`src/rtl/noc_port_arbiter.sv`:
```
// Round-robin output-port arbiter for one ring router port.
// Three FWFT input FIFOs (E, W, L) share one outbound link; the owner keeps the link
// for at most BURST flits, and the flit/strobe toward the neighbour are registered.
module noc_port_arbiter #(
  parameter int unsigned WIDTH = 16,
  parameter int unsigned BURST = 4,
  parameter int unsigned CNTW  = 2
) (
  input  logic             clk,
  input  logic             reset,
  input  logic [2:0]       req,
  input  logic [WIDTH-1:0] data_in_e,
  input  logic [WIDTH-1:0] data_in_w,
  input  logic [WIDTH-1:0] data_in_l,
  input  logic             dst_full,
  input  logic             dst_almost_full,
  output logic [2:0]       pop,
  output logic [2:0]       grant,
  output logic             write_out,
  output logic [WIDTH-1:0] data_out
);

  typedef enum logic {StIdle, StBusy} state_e;

  localparam logic [CNTW-1:0] BurstLast = CNTW'(BURST - 1);

  state_e           state_q, state_d;
  logic [2:0]       grant_q, grant_d;
  logic [1:0]       last_q, last_d;
  logic [CNTW-1:0]  cnt_q, cnt_d;
  logic             write_out_q, write_out_d;
  logic [WIDTH-1:0] data_out_q, data_out_d;

  logic [1:0] win_idx;
  logic [2:0] win_onehot;
  logic       owner_req;
  logic       allow;
  logic       burst_end;
  logic       release_owner;

  // A write already in flight fills the last free slot, so almost_full must also stall.
  assign allow     = !dst_full && !(dst_almost_full && write_out_q);
  assign owner_req = |(req & grant_q);

  // Round-robin winner: first requester strictly after last_q; last_q only if sole.
  always_comb begin
    win_idx = 2'd0;
    case (last_q)
      2'd0: begin
        if (req[1])      win_idx = 2'd1;
        else if (req[2]) win_idx = 2'd2;
        else             win_idx = 2'd0;
      end
      2'd1: begin
        if (req[2])      win_idx = 2'd2;
        else if (req[0]) win_idx = 2'd0;
        else             win_idx = 2'd1;
      end
      default: begin
        if (req[0])      win_idx = 2'd0;
        else if (req[1]) win_idx = 2'd1;
        else             win_idx = 2'd2;
      end
    endcase
  end

  assign win_onehot = 3'b001 << win_idx;

  // Read strobe to the owner FIFO; never issued in the IDLE cycle.
  always_comb begin
    pop = 3'b000;
    if (state_q == StBusy && owner_req && allow) begin
      pop = grant_q;
    end
  end

  assign burst_end     = (|pop) && (cnt_q == BurstLast);
  assign release_owner = (state_q == StBusy) && (burst_end || !owner_req);

  // Next-state for grant/ownership FSM and the registered output stage.
  always_comb begin
    state_d     = state_q;
    grant_d     = grant_q;
    last_d      = last_q;
    cnt_d       = cnt_q;
    write_out_d = |pop;
    data_out_d  = data_out_q;

    unique case (state_q)
      StIdle: begin
        if (|req) begin
          grant_d = win_onehot;
          last_d  = win_idx;
          cnt_d   = '0;
          state_d = StBusy;
        end
      end
      StBusy: begin
        if (release_owner) begin
          // Hand over on the same edge when anyone is still asking.
          if (|req) begin
            grant_d = win_onehot;
            last_d  = win_idx;
            cnt_d   = '0;
          end else begin
            grant_d = 3'b000;
            cnt_d   = '0;
            state_d = StIdle;
          end
        end else if (|pop) begin
          cnt_d = cnt_q + CNTW'(1);
        end
      end
      default: state_d = StIdle;
    endcase

    unique case (pop)
      3'b001:  data_out_d = data_in_e;
      3'b010:  data_out_d = data_in_w;
      3'b100:  data_out_d = data_in_l;
      default: data_out_d = data_out_q;
    endcase
  end

  // State and output registers; reset clears everything asynchronously.
  always_ff @(posedge clk or negedge reset) begin
    if (!reset) begin
      state_q     <= StIdle;
      grant_q     <= 3'b000;
      last_q      <= 2'd2;
      cnt_q       <= '0;
      write_out_q <= 1'b0;
      data_out_q  <= '0;
    end else begin
      state_q     <= state_d;
      grant_q     <= grant_d;
      last_q      <= last_d;
      cnt_q       <= cnt_d;
      write_out_q <= write_out_d;
      data_out_q  <= data_out_d;
    end
  end

  assign grant     = grant_q;
  assign write_out = write_out_q;
  assign data_out  = data_out_q;

endmodule

```
`config.mk`:
```
export PLATFORM = sky130hd
export DESIGN_NAME = noc_port_arbiter
export DESIGN_NICKNAME = d
export VERILOG_FILES = /design/src/rtl/noc_port_arbiter.sv
export SDC_FILE = /design/constraint.sdc
export NUM_CORES = 1
export LEC_CHECK = 0
export ABC_AREA = 1
export CAP_MARGIN = 10
export CORE_ASPECT_RATIO = 0.6
export CORE_MARGIN = 2
export CORE_UTILIZATION = 40
export DETAILED_ROUTE_END_ITERATION = 12
export PLACE_DENSITY = 0.88
export SYNTH_ARGS = -nofsm -noshare
export SYNTH_HDL_FRONTEND = slang
export SYNTH_SLANG_ARGS = --single-unit
```
`constraint.sdc`:
```
create_clock -name clk -period 1.7 [get_ports clk]
set_input_delay 0.34 -clock clk [delete_from_list [all_inputs] [get_ports clk]]
set_output_delay 0.34 -clock clk [all_outputs]
set_load 0.02 [all_outputs]
```
==> results of run 1 <==
==> kinds of logic after synthesis <==
kind of cell,Yosys count,share of synthesized area [%]
compound gates,13,5.36
fa+ha+maj,1,0.777
simple gates,160,47.7
buf+inv,23,7.23
flops,25,39.0
==> layer usage <==
metal,track usage [%],part of all wire (%),wire length [um]
met5,0,0,0
met4,7.41,2.4,158
met3,6.08,7.7,510
met2,44.7,50,3270
met1,30.3,40,2660
==> stage by stage <==
step           instance area, sq um  utilization, %
2_1_floorplan                  1630               -
3_3_place_gp                   2670            70.9
3_5_place_dp                   2670            70.9
4_1_cts                        2800            74.4
5_1_grt                        3030            80.6
6_report                       3030            80.6
==> repair_timing <==
action / 4_1_cts / 5_1_grt
gates resized for setup: 37 / 54
setup buffers: 6 / 1
hold buffers: 0 / 0
pin swaps: 5 / 27
setup endpoints to repair: 28 / 26
gates cloned: 0 / 1
==> area by class of cell <==
class	count	area, sq um
clock inverters	1	5.00
repair buffers	116	1170
clock buffers	3	41.3
multi-input cells	175	1070
fillers	229	732
flip-flops and latches	25	632
inverters	16	60.1
well taps	47	58.8
==> cells in the mapped netlist <==
master	count	area share, %
nor2_1	63	15
nand2_1	44	10
nand3_1	39	12
dfrtp_1	24	37
inv_1	16	3.7
o21ai_0	7	2.2
buf_6	3	2.1
nand3_4	3	3.3
buf_4	2	0.93
clkbuf_1	2	0.47
nand2_2	2	0.78
nand2_4	2	1.4
nor2_8	2	2.5
o31ai_1	2	0.93
a21oi_1	1	0.31
a21oi_2	1	0.54
dfstp_2	1	1.6
ha_1	1	0.78
nand3_2	1	0.62
nand3b_1	1	0.47
nor2_2	1	0.39
nor2_4	1	0.70
nor3b_1	1	0.47
o2111ai_2	1	0.93
o21a_1	1	0.47
==> final timing paths <==
| path | slack (ns) | end |
|---|---|---|
| max | -0.11 | data_out[10] |
| max in group asynchronous | 0.98 | last_q[1] |
| min | 0.42 | grant[2] |
| min in group clk | 0.49 | data_out[3] |
| min reg2reg | 0.49 | data_out[3] |
| max reg2reg | -0.11 | data_out[10] |
==> power by group through the flow <==
stage                     clock network, mW  registers [mW]  logic (mW)
final                                 0.358            1.07        2.65
after CTS                             0.358            1.03        2.34
after floorplan                           0            1.32       0.894
after detailed placement                  0            1.04        2.29
after global placement                    0            1.03        2.23
after global routing                  0.389            1.10        2.83
==> sequential cells by signal, indices dropped and copies added, names as in the netlist <==
| name | cells |
|---|---|
| cnt_q | 2 |
| data_out | 16 |
| grant | 3 |
| last_q | 2 |
| state_q | 1 |
| write_out | 1 |
==> critical path, stage by stage, from the launching register on <==
cell	delay, ns
dfrtp_2	0.44
a21oi_4	0.18
buf_4	0.14
buf_4	0.12
o2111ai_4	0.19
nand2_8	0.18
nand3_4	0.14
buf_12	0.17
nor2_2	0.10
nor2_1	0.05
==> metrics.txt, run 1 <==
outcome=finished with violations; failing checks=DRC, setup timing; Min-Delay Path Class=input pin to async pin; H-tree depth=1; max-capacitance violation count=0; core area=3760 sq um; FF+latch count, synth=25; pin count of the biggest net entering global routing=26; Cells after Synth=222; FF-to-FF path depth=9; Die X=85.9 um; die area=4560 sq um; Sequential Power Share=26.3%; worst hold slack=0.422 ns; arrival time at the worst endpoint=1.97 ns; FMAX=0.552 GHz; IO Pins=78; Synth warnings=0; Starting Density=42.7%; Internal=2.27 mW; residual DRC count=5; area of the mapped netlist=1610 sq um; CP Data Required Time=1.86 ns; PortBufs=77; cts bufs inserted=3; Worst Setup SP=write_out; Yosys cell types=25; Seq/Total Area, Yosys=39.0%; reg2reg start=write_out; clock slew at reported path FFs=0.09 ns; vias in the first global route=1841; Comb power frac=65.0%; Std-Cell Rows=17; Clock Sinks=25; dpl hpwl=4050 um; Slew @ Worst Pin=0.338 ns; Clock Path Buffers=2; Final Power=4.08 mW; Final Hold Fails=0; aggregate negative setup slack=-1.49 ns; Final GP Congestion=0.799; initial antenna violation count=0; TritonRoute pass-1 iters=8; Slew HR=77.5%; die span in y=53.1 um; most common cell after layout, fill and taps aside=clkdlybuf4s50_1; Routed WL=6600 um; wire length per cell=17.2 um; DR vias/cell=5.26; fraction of layout cells with a size suffix above 1=29.8%; RSZ-0062 raised after global routing=yes; worst skew pair latency=0.27 ns; Non-Filler Instances=383; clock power share=8.8%; global-route wire length before repair=8680 um; TritonCTS clock tree=yes; Nets=393; syn_area_per_cell=7.25 sq um; CP endpoint kind=flip-flop; Iter 0 DRT Violations=152; Leakage=1.45 nW; sw frac=44.5%; Worst Skew=0.00502 ns; max-slew violation count=0; fin worst setup slack=-0.111 ns; DR vias=2015; synth-to-layout area growth=88.5%; Placed Cells=371; CP Class=flip-flop to flip-flop; worst-path maximum fanout=5; syn_nets=278; minimum clock period=1.81 ns; Ant. Diodes=0; Period Utilization, post-route=107%; Setup violations, final=18; most frequent cells in the layout=65 x clkdlybuf4s50_1, 44 x nor2_1, 37 x nand2_1; Root Driver=clkbuf_8; Cell Pwr Density=1350 nW/um^2; startpoint types=flip-flop; Post-DRT Antenna Nets=0; Psw=1.81 mW; GRT overflow=0; Total GRT Usage=25.0%; Place WS=-0.580 ns; VDD IR max=1.08 mV
Power figures use the tool's default switching activity.
==> run 2, diff against run 1 <==
Settings changed: CTS_CLUSTER_DIAMETER set to 150.
==> results of run 2 <==
The final DEF is identical to that of run 1; final timing and power are the same.
